**config.mk**
```make
export PLATFORM = sky130hd
export DESIGN_NAME = phase_detector
export DESIGN_NICKNAME = d
export VERILOG_FILES = /design/src/rtl/phase_detector.sv
export SDC_FILE = /design/constraint.sdc
export NUM_CORES = 1
export LEC_CHECK = 0
export CAP_MARGIN = 5
export CORE_AREA = 10 10 87 89
export DETAILED_ROUTE_END_ITERATION = 7
export DIE_AREA = 0 0 97 99
export PLACE_DENSITY = 0.64
export REMOVE_ABC_BUFFERS = 1
export SYNTH_ARGS = -nofsm -noshare
export SYNTH_HDL_FRONTEND = slang
export SYNTH_SLANG_ARGS = --single-unit
```
**constraint.sdc**
```tcl
create_clock -name clk -period 3.5 [get_ports clk]
set_clock_uncertainty 0.05 [all_clocks]
set_input_delay 0.7 -clock clk [delete_from_list [all_inputs] [get_ports clk]]
set_output_delay 0.7 -clock clk [all_outputs]
set_load 0.1 [all_outputs]
```
**src/rtl/phase_detector.sv**
```systemverilog
// Synchronous phase detector: measures ref-to-fb edge separation in clk cycles and
// emits a signed error strobe. Define PD_LOCK_DET_EN to compile in the lock detector.
module phase_detector #(
    parameter int ERR_W       = 16,
    parameter int SYNC_STAGES = 2,
    parameter int LOCK_TOL    = 4,
    parameter int LOCK_CNT    = 16
) (
    input  logic                    clk,
    input  logic                    rst,
    input  logic                    ena,
    input  logic                    ref_in,
    input  logic                    fb_in,
    output logic                    phase_valid,
    output logic signed [ERR_W-1:0] phase_err,
    output logic                    timeout,
    output logic                    locked
);
    localparam int CNT_W = ERR_W - 1;
    localparam logic [CNT_W-1:0] MAX = '1;

    typedef enum logic [1:0] {IDLE, LEAD_REF, LEAD_FB} state_t;

    if (SYNC_STAGES < 2 || LOCK_CNT < 1 || LOCK_TOL < 0) begin : g_param_check
        $error("phase_detector: invalid parameter set");
    end

    logic [SYNC_STAGES-1:0]  ref_sync_q, fb_sync_q;
    logic                    ref_prev_q, fb_prev_q;
    logic                    ref_rise_q, fb_rise_q;
    state_t                  state_q;
    logic [CNT_W-1:0]        cnt_q;
    logic                    phase_valid_q, timeout_q;
    logic signed [ERR_W-1:0] phase_err_q;
    logic signed [ERR_W-1:0] cnt_pos, cnt_neg, max_pos, max_neg;

    // Synchronizers and edge detectors ignore ena so re-enabling cannot fake an edge
    always_ff @(posedge clk or posedge rst) begin
        if (rst) begin
            ref_sync_q <= '0;
            fb_sync_q  <= '0;
            ref_prev_q <= 1'b0;
            fb_prev_q  <= 1'b0;
            ref_rise_q <= 1'b0;
            fb_rise_q  <= 1'b0;
        end else begin
            ref_sync_q <= {ref_sync_q[SYNC_STAGES-2:0], ref_in};
            fb_sync_q  <= {fb_sync_q[SYNC_STAGES-2:0], fb_in};
            ref_prev_q <= ref_sync_q[SYNC_STAGES-1];
            fb_prev_q  <= fb_sync_q[SYNC_STAGES-1];
            ref_rise_q <= ref_sync_q[SYNC_STAGES-1] & ~ref_prev_q;
            fb_rise_q  <= fb_sync_q[SYNC_STAGES-1] & ~fb_prev_q;
        end
    end

    always_comb begin
        cnt_pos = $signed({1'b0, cnt_q});
        cnt_neg = -cnt_pos;
        max_pos = $signed({1'b0, MAX});
        max_neg = -max_pos;
    end

    always_ff @(posedge clk or posedge rst) begin
        if (rst) begin
            state_q       <= IDLE;
            cnt_q         <= '0;
            phase_valid_q <= 1'b0;
            timeout_q     <= 1'b0;
            phase_err_q   <= '0;
        end else begin
            phase_valid_q <= 1'b0;
            timeout_q     <= 1'b0;
            if (!ena) begin
                state_q <= IDLE;
                cnt_q   <= '0;
            end else begin
                case (state_q)
                    IDLE: begin
                        if (ref_rise_q && fb_rise_q) begin
                            phase_valid_q <= 1'b1;
                            phase_err_q   <= '0;
                        end else if (ref_rise_q) begin
                            state_q <= LEAD_REF;
                            cnt_q   <= CNT_W'(1);
                        end else if (fb_rise_q) begin
                            state_q <= LEAD_FB;
                            cnt_q   <= CNT_W'(1);
                        end
                    end
                    LEAD_REF: begin
                        if (fb_rise_q) begin
                            phase_valid_q <= 1'b1;
                            phase_err_q   <= cnt_pos;
                            state_q       <= ref_rise_q ? LEAD_REF : IDLE;
                            cnt_q         <= ref_rise_q ? CNT_W'(1) : '0;
                        end else if (ref_rise_q) begin
                            phase_valid_q <= 1'b1;
                            phase_err_q   <= max_pos;
                            cnt_q         <= CNT_W'(1);
                        end else if (cnt_q == MAX) begin
                            phase_valid_q <= 1'b1;
                            timeout_q     <= 1'b1;
                            phase_err_q   <= max_pos;
                            state_q       <= IDLE;
                            cnt_q         <= '0;
                        end else begin
                            cnt_q <= cnt_q + 1'b1;
                        end
                    end
                    LEAD_FB: begin
                        if (ref_rise_q) begin
                            phase_valid_q <= 1'b1;
                            phase_err_q   <= cnt_neg;
                            state_q       <= fb_rise_q ? LEAD_FB : IDLE;
                            cnt_q         <= fb_rise_q ? CNT_W'(1) : '0;
                        end else if (fb_rise_q) begin
                            phase_valid_q <= 1'b1;
                            phase_err_q   <= max_neg;
                            cnt_q         <= CNT_W'(1);
                        end else if (cnt_q == MAX) begin
                            phase_valid_q <= 1'b1;
                            timeout_q     <= 1'b1;
                            phase_err_q   <= max_neg;
                            state_q       <= IDLE;
                            cnt_q         <= '0;
                        end else begin
                            cnt_q <= cnt_q + 1'b1;
                        end
                    end
                    default: begin
                        state_q <= IDLE;
                        cnt_q   <= '0;
                    end
                endcase
            end
        end
    end

    always_comb begin
        phase_valid = phase_valid_q;
        phase_err   = phase_err_q;
        timeout     = timeout_q;
    end

`ifdef PD_LOCK_DET_EN
    localparam int GOOD_W = $clog2(LOCK_CNT + 1);

    logic [GOOD_W-1:0]       good_q;
    logic                    locked_q;
    logic                    in_tol;
    logic signed [ERR_W-1:0] tol_s;

    always_comb begin
        tol_s  = ERR_W'(LOCK_TOL);
        in_tol = (phase_err_q <= tol_s) && (phase_err_q >= -tol_s);
    end

    // Watches the registered strobe, so locked trails the qualifying strobe by one cycle
    always_ff @(posedge clk or posedge rst) begin
        if (rst) begin
            good_q   <= '0;
            locked_q <= 1'b0;
        end else if (!ena || timeout_q) begin
            good_q   <= '0;
            locked_q <= 1'b0;
        end else if (phase_valid_q) begin
            if (in_tol) begin
                if (good_q != GOOD_W'(LOCK_CNT))
                    good_q <= good_q + 1'b1;
                locked_q <= (good_q >= GOOD_W'(LOCK_CNT - 1));
            end else begin
                good_q   <= '0;
                locked_q <= 1'b0;
            end
        end
    end

    always_comb locked = locked_q;
`else
    always_comb locked = 1'b0;
`endif

endmodule

```
======== After elaboration in Yosys (flattened, before gate mapping) ========
Cells that the tools add are included.
cells by class
  add/subtract/negate cells ............... 2
  equal/unequal tests ..................... 10
  reduce and logical (&&, ||, !) cells .... 6
  muxes and demuxes ....................... 46
  bitwise operators ....................... 4
operators by type and width
  cell                                                 count
  2-to-1 mux 15 bit                                    9
  2-to-1 mux 16 bit                                    7
  case mux 16 bit (3 select lines)                     1
  case mux 15 bit (3 select lines)                     1
  2-to-1 mux 2 bit                                     10
  != test 4 bit, second input constant                 5
  negator 15 -> 16 bit                                 1
  adder 15 x 1 -> 15 bit, second input constant        1
  equality test 15 bit, second input constant          1
  2-to-1 mux 1 bit                                     15
  case mux 2 bit (3 select lines)                      1
  AND reduction 5 bit                                  1
  AND reduction 4 bit                                  1
  != test 3 bit, second input constant                 1
  case mux 1 bit (3 select lines)                      1
  nonzero test 3 bit                                   1
  bitwise AND 1 bit                                    2
  equality test 2 x 1 -> 1 bit, second input constant  1
  equality test 2 bit, second input constant           1
  zero test 2 bit                                      1
  != test 2 bit, second input constant                 1
  NOT 1 bit                                            2
  case mux 1 bit (2 select lines)                      1
  AND reduction 2 bit                                  1
  logical AND 1 bit                                    1
storage, ports and cells
  output and inout port bits .............. 19
  register bits ........................... 43
  input port bits ......................... 5

======== Longest topological paths before layout ========
Gate-level depths: netlist of the first run.
  word-level depth ........................ 6
  gate-level depth with buffers ........... 10
  mapped depth without buffers ............ 7

======== Least setup slack after synthesis of the first run ========
OpenSTA, ideal clock, no wires.
  kind .................................... reg2reg
  from .................................... register cnt_q[3]
  to ...................................... register phase_err_q[7], in the netlist phase_err[7]
  buffers on the path ..................... 4
  arrival time ............................ 2.037 ns
  library setup time ...................... 0.128 ns
  path slack .............................. 1.284 ns
  cell stages (with the launch flop) ...... 10
  required time ........................... 3.322 ns
  path through ............................ dfrtp_1 > buf_4 > and4_4 > nand3_4 > or3_1 > buf_6 > a21o_1 > buf_6 > buf_12 > mux2_1
between the ends
  word-level cells in the longest chain between the ends .. 3
  elaborated cells between the ends (all ways) .. 7
  classes of those cells .................. add/sub (1); eq/ne (3); mux (2); reduce/logical (1)
RTL lines
  what                                                                            line          RTL
  start: declaration                                                              32            logic [CNT_W-1:0] cnt_q;
  start signal: assignment                                                        95            cnt_q <= ref_rise_q ? CNT_W'(1) : '0;
  start signal: assignment                                                        107           cnt_q <= cnt_q + 1'b1;
  start signal: assignment                                                        115           cnt_q <= fb_rise_q ? CNT_W'(1) : '0;
  negator 15 -> 16 bit / equality test 15 bit (equally long branches)             58, 100, 120
  2-to-1 mux 16 bit / != test 4 bit (equally long branches)                       -
  case mux 16 bit (3 select lines) / AND reduction 5 bit (equally long branches)  -
  end signal: assignment                                                          113           phase_err_q <= cnt_neg;
  end signal: assignment                                                          118           phase_err_q <= max_neg;
  end signal: assignment                                                          123           phase_err_q <= max_neg;
  end: declaration                                                                34            logic signed [ERR_W-1:0] phase_err_q;
Parallel ways exist; a longest one is shown, timed or not.
A chain may end at the register's enable or synchronous reset.

======== Final worst setup path of the first run ========
  from .................................... register state_q[1]
  to ...................................... register phase_err_q[13], in the netlist phase_err[13]
between the ends
  word-level cells in the longest chain between the ends .. 3
  elaborated cells between the ends (all ways) .. 9
  classes of those cells .................. eq/ne (5); mux (1); reduce/logical (3)
RTL lines
  what                                                          line  RTL
  start: declaration                                            31    state_t state_q;
  start signal: assignment                                      94    state_q <= ref_rise_q ? LEAD_REF : IDLE;
  start signal: assignment                                      114   state_q <= fb_rise_q ? LEAD_FB : IDLE;
  equality test 2 x 1 -> 1 bit, or another cell as far along    77    case (state_q)
  != test 4 bit (no source line), or another cell as far along  -
  AND reduction 5 bit (no source line)                          -
  end signal: assignment                                        93    phase_err_q <= cnt_pos;
  end signal: assignment                                        98    phase_err_q <= max_pos;
  end signal: assignment                                        103   phase_err_q <= max_pos;
Parallel ways exist; a longest one is shown, timed or not.

==> results of run 1 <==
-- power by group through the flow --
stage / clock [W] / sequential [W] / combinational (W)
after floorplan: 0 / 0.00102 / 0.000368
after global placement: 0 / 0.000626 / 0.000985
after detailed placement: 0 / 0.000629 / 0.000987
after CTS: 0.000478 / 0.000619 / 0.000988
after global routing: 0.000505 / 0.000633 / 0.00106
final: 0.000464 / 0.000619 / 0.000985
-- stage by stage --
| stage | hold slack [ps] | cells | instance area [um2] | total power, W |
|---|---|---|---|---|
| after floorplan | 281 | 256 | 2450 | 0.00139 |
| after global placement | 287 | 356 | 2780 | 0.00161 |
| after detailed placement | 288 | 356 | 2780 | 0.00162 |
| after CTS | 309 | 364 | 2910 | 0.00209 |
| after global routing | 315 | 364 | 2910 | 0.00220 |
| final | 306 | 364 | 2910 | 0.00207 |
-- how the worst min path moves through the flow --
stage                        end  slack, ps  depth (start not counted)
global route        fb_sync_q[1]        320                          0
floorplan           fb_sync_q[1]        280                          0
finish              fb_sync_q[1]        310                          0
detailed placement  fb_sync_q[1]        290                          0
CTS                 fb_sync_q[1]        310                          0
global placement    fb_sync_q[1]        290                          0
-- layout make-up --
class / count / area, um2
fill: 559 / 2940
multi-input combinational: 202 / 1330
sequential: 43 / 1080
timing repair buffer: 25 / 233
tap: 75 / 93.8
clock buffer: 5 / 68.8
clock inverter: 3 / 67.6
inverter: 11 / 41.3
-- worst max-delay path, stage by stage, from the launching register on --
cell and delay (ps):
dfrtp_1 410, inv_1 110, ha_1 450, nor2_1 150, nor3_1 430, a21o_1 640, mux2_2 410
-- cell families (layout without fill, tap and decap cells) --
kind of cell	count (synthesis)	after routing
simple gates	106	106
compound gates	58	58
mux	15	15
buf+inv	34	44
other cells	1	1
fa+ha+maj	6	6
xor+xnor	16	16
flops	43	43
-- layout by cell type, fill, tap and decap left out, types with 7 or more instances in the layout --
| master | n |
|---|---|
| o21ai_0 | 18 |
| nand2_1 | 20 |
| xnor2_1 | 8 |
| nand3_1 | 8 |
| inv_1 | 9 |
| xor2_1 | 8 |
| nor2_1 | 30 |
| clkdlybuf4s50_1 | 18 |
| mux2_2 | 8 |
| nor3_1 | 11 |
| dfrtp_1 | 43 |
| buf_4 | 7 |
-- state kept, by name (all words and copies together), names as in the netlist --
register	cells
state_q	2
fb_rise_q	1
ref_rise_q	1
fb_sync_q	2
phase_err	16
ref_prev_q	1
timeout	1
fb_prev_q	1
phase_valid	1
cnt_q	15
ref_sync_q	2
-- routing by layer --
metal	vias up	track usage (%)	part of all wire, %
met1	967	16.1	47
met5	-	0	0
met3	7	3.07	6.2
met2	53	18.6	45
li1	1007	-	-
met4	0	4.99	1.3
==> reports/qor.yml, run 1 <==
clock_tree:
  clockBufferDepth: 2
  insertion_delay_ps: 300
  h-tree-depth: 2
  cts_buffers: 5
  clkSlewWorstSetupHoldPaths_ps: 90
  cts_tree: "yes"
  clock-sinks: 43
  post_cts_resized: 0
  ctsRootBufferMaster: "clkbuf_8"
  hold_buffers: 0
  post_cts_buffers: 0
cells_and_area:
  antenna_cells: 0
  syn2layout_area_growth_pct: 12.8
  final_util_pct: 49.8
  nets: 299
  drive_above_1_share_pct: 10.7
route:
  wl_mm: 5.53
  drtIter0Drc: 117
  firstDrtPassIters: 7
  vias: 2034
  viasPerCell: 5.59
  drc: 0
  drt.antenna.violating_nets: 0
  wl_per_cell_um: 15.2
yosys:
  syn_avg_cell_area_um2: 9.26
  synthFlopType: "dfrtp_1"
  synthDistinctLibCells: 57
  synth-compound-area-share_pct: 15.6
  yosys_warnings: 0
  muxShareOfSynthArea_pct: 6.69
  netlist_top_cells_area: "dfrtp_1, nor2_1, o21ai_0, mux2_2, ha_1"
  ys_ff_latch: 43
  yosysTopAreaCellShare_pct: 41.7
  yosys.area_share.simple_pct: 20.9
  synth_area_mm2: 0.00258
  async_flop_share_pct: 100
  synth_most_common_cell: "dfrtp_1"
  synth_top_area_cell: "dfrtp_1"
  synth-edff-count: 0
  syn_inst: 279
  synth_top_family_by_area: "simple AND/OR/NAND/NOR gates"
  seq_area_frac_synth_pct: 41.7
  synth_fa_ha_area_share_pct: 2.91
  synthXorXnorAreaFrac_pct: 5.43
  synth_common_cells: "dfrtp_1, nor2_1, nand2_1, o21ai_0, clkbuf_1"
die:
  rows: 28
  die_w_um: 97
  coreArea_mm2: 0.00585
  die-area_mm2: 0.00960
  start_util_pct: 44.1
  fp.dieH_um: 99
  io_pins: 24
power_and_ir_drop:
  max-vdd-ir-drop_mv: 0.464
  switching_power_w: 0.000939
  power_frac_comb_pct: 47.6
  p_int_w: 0.00113
  clockPowerShare_pct: 22.4
  p_per_area_mw_per_mm2: 709
  seqPwrFrac_pct: 29.9
  p_sw_share_pct: 45.4
  leakage_nw: 1.26
worst_setup_path:
  crit_path_start: "state_q[1]"
  worst_setup_path_start_kind: "register"
  criticalPathCategory: "reg -> reg"
  endpoint: "phase_err[13]"
  cp_data_required_time_ps: 3640
  r2r_cells: 6
  r2r_end: "phase_err[13]"
  cp-end-kind: "register"
  r2r-start: "state_q[1]"
  path_max_fanout: 16
  cp.arrival_ps: 2910
  reg2reg_slack_ps: 730
grt:
  grt_antenna_before_repair: 0
  grt_first_pass_wirelength_mm: 10.2
  grt-ovfl-total: 0
  grt_pass1_vias: 2108
  gr-usage-all-layers_pct: 12.2
  grt_max_degree: 27
sta:
  maxSlewHeadroom_pct: 35.2
  rsz0062_at_grt: "no"
  hold_violations: 0
  min_period_ps: 2770
  finalCritPeriodShare_pct: 79.2
  setup-violations-final: 0
  fin_ws_ps: 730
  drv_slew: 0
  fmax_ghz: 0.361
  tightest_slew_ps: 968
  setup-tns-final_ps: 0
job:
  cap_violations: 0
min_path:
  hold_class: "reg -> reg"
  hp-start: "fb_sync_q[0]"
outcome:
  outcome: "finished clean"
place:
  io_buffer_count: 22
  pre_cts_ws_ps: 778
  dp_hpwl_mm: 3.96
  place_congestion: 0.824
(Power assumes the default switching activity.)
==> run 2, diff against run 1 <==
Clock period 3.5 ns to 2.85 ns, I/O delays scaled along.
==> run 2 against run 1 <==
Against the previous run:
- die area unchanged
- first-iteration DRC count down 1.7%
- clock power fell by 15%
- largest power group unchanged
- combinational power up 23%
- power grew 14%
- global-route usage about the same
- via count increased by 2.2%
- count of clock-buffer cells in the layout is the same
==> reports/qor.yml, run 2 (synthesis results as in run 1) <==
sta:
  fmax_ghz: 0.413  # was 0.361 GHz
  hold_violations: 0  # unchanged
  maxSlewHeadroom_pct: 38.1  # was 35.2%
  min_period_ps: 2420  # was 2770 ps
  tightest_slew_ps: 922  # was 968 ps
  setup-tns-final_ps: 0  # unchanged
  drv_slew: 0  # unchanged
  finalCritPeriodShare_pct: 84.9  # was 79.2%
  whs_ps: 308  # was 306 ps
  fin_ws_ps: 429  # was 730 ps
  setup-violations-final: 0  # unchanged
  rsz0062_at_grt: "no"  # unchanged
cells_and_area:
  layout_commonest_cell: "dfrtp_1"  # unchanged
  largest_reg_flops: 16  # unchanged
  layoutNonFillerInstCount: 370  # was 364
  antenna_cells: 0  # unchanged
  nets: 305  # was 299
  drive_above_1_share_pct: 17.3  # was 10.7%
  layout_common_cells: "dfrtp_1, nor2_1, buf_4"  # was dfrtp_1, nor2_1, nand2_1
  final_util_pct: 49.2  # was 49.8%
  syn2layout_area_growth_pct: 11.4  # was 12.8%
clock_tree:
  post_cts_buffers: 0  # unchanged
  hold_buffers: 0  # unchanged
  cts_tree: "yes"  # unchanged
  insertion_delay_ps: 300  # about the same
  clkSlewWorstSetupHoldPaths_ps: 80  # was 90 ps
  ctsRootBufferMaster: "clkbuf_8"  # unchanged
  clockBufferDepth: 2  # unchanged
  h-tree-depth: 2  # unchanged
  cts_buffers: 5  # unchanged
  clock-sinks: 43  # unchanged
  post_cts_resized: 0  # unchanged
grt:
  grt_use_met2_pct: 18.6  # about the same
  grt_pass1_vias: 1992  # was 2108
  use_met3_pct: 2.65  # was 3.07%
  grt_antenna_before_repair: 0  # unchanged
  grt.busiest_layer: "met2"  # unchanged
  use_met1_pct: 16.3  # was 16.1%
  grt_max_degree: 25  # was 27
  grt_first_pass_wirelength_mm: 9.98  # was 10.2 mm
  grt-ovfl-total: 0  # unchanged
  gr-usage-all-layers_pct: 12.3  # was 12.2%
die:
  die_w_um: 97  # unchanged
  rows: 28  # unchanged
  die-area_mm2: 0.00960  # unchanged
  start_util_pct: 44.1  # unchanged
  fp.dieH_um: 99  # unchanged
  io_pins: 24  # unchanged
  coreArea_mm2: 0.00585  # unchanged
route:
  drt.antenna.violating_nets: 0  # unchanged
  vias: 2079  # was 2034
  wl_mm: 5.68  # was 5.53 mm
  drc: 0  # unchanged
  drtIter0Drc: 115  # was 117
  firstDrtPassIters: 4  # was 7
  wl_per_cell_um: 15.3  # was 15.2 um
  viasPerCell: 5.62  # was 5.59
worst_setup_path:
  criticalPathCategory: "reg -> reg"  # unchanged
  crit_path_max_incr_delay_ps: 540  # was 640 ps
  cp_top_family: "simple AND/OR/NAND/NOR gates"  # was compound AO/OA/AOI/OAI gates
  worst_setup_path_start_kind: "register"  # unchanged
  worstPathCellList: "and4_4 > nand3_4 > or3_1 > a21o_1 > mux2_1"  # was inv_1 > ha_1 > nor2_1 > nor3_1 > a21o_1 > mux2_2
  cp_data_required_time_ps: 2980  # was 3640 ps
  crit_slowest_cell: "dfrtp_1"  # was a21o_1
  cp.arrival_ps: 2560  # was 2910 ps
  path_max_fanout: 16  # unchanged
  path_buf_inv: 0  # was 1
  cp-end-kind: "register"  # unchanged
power_and_ir_drop:
  p_per_area_mw_per_mm2: 821  # was 709 mW/mm2
  leakage_nw: 1.29  # was 1.26 nW
  max-vdd-ir-drop_mv: 0.420  # was 0.464 mV
place:
  dp_hpwl_mm: 4.14  # was 3.96 mm
  dp.cells: 362  # was 356
  io_buffer_count: 22  # unchanged
  place_congestion: 0.864  # was 0.824
  pre_cts_ws_ps: 424  # was 778 ps
job:
  cap_violations: 0  # unchanged
min_path:
  hold_class: "reg -> reg"  # unchanged
outcome:
  outcome: "finished clean"  # unchanged
==> run 2: cell count changes in the layout (fill, tap and decap cells not counted) <==
| cell | delta |
|---|---|
| bufinv_16 | -2 |
| clkdlybuf4s50_1 | -14 |
| clkinvlp_4 | +1 |
| buf_4 | +20 |
| clkinv_2 | +1 |
==> run 2: layer usage <==
metal | part of all wire [%] | vias to the layer above
met5 | 0 | -
met1 | 50 | 1012
met3 | 4.4 | 7
li1 | - | 1018
met2 | 44 | 42
met4 | 1.8 | 0
==> run 2: report_power, final <==
part	switching [W]	internal [W]
registers	0.0000631	0.000697
clock network	0.000223	0.000171
logic	0.000873	0.000335
total	0.00116	0.00120
==> run 2: through the flow <==
| stage | area (um2) | total power (W) |
|---|---|---|
| 2_1_floorplan | 2450 | 0.00170 |
| 3_3_place_gp | 2790 | 0.00198 |
| 3_5_place_dp | 2790 | 0.00199 |
| 4_1_cts | 2880 | 0.00239 |
| 5_1_grt | 2880 | 0.00250 |
| 6_report | 2880 | 0.00236 |
==> run 2: worst register-to-register path, delay by kind of cell (launching register included) <==
kind            cells  cell delay [ps]
compound gates      1              450
flops               1              540
simple gates        3              850
mux                 1              410
==> run 2: path summary, 6_finish.rpt <==
check,cells past startpoint,slack (ps),end,from
min in group asynchronous,2,600,phase_err[0],rst
hold reg to reg,0,310,fb_sync_q[1],fb_sync_q[0]
max in group asynchronous,3,1420,cnt_q[14],rst
setup reg to reg,5,430,phase_err[9],cnt_q[2]
hold / removal,0,310,fb_sync_q[1],fb_sync_q[0]
setup / recovery,5,430,phase_err[9],cnt_q[2]
==> run 2: final cells by class <==
class,count,area [um2]
multi-input cells,202,1330
flip-flops and latches,43,1080
clock inverters,3,20.0
fillers,574,2970
well taps,75,93.8
repair buffers,31,243
clock buffers,5,68.8
inverters,11,41.3
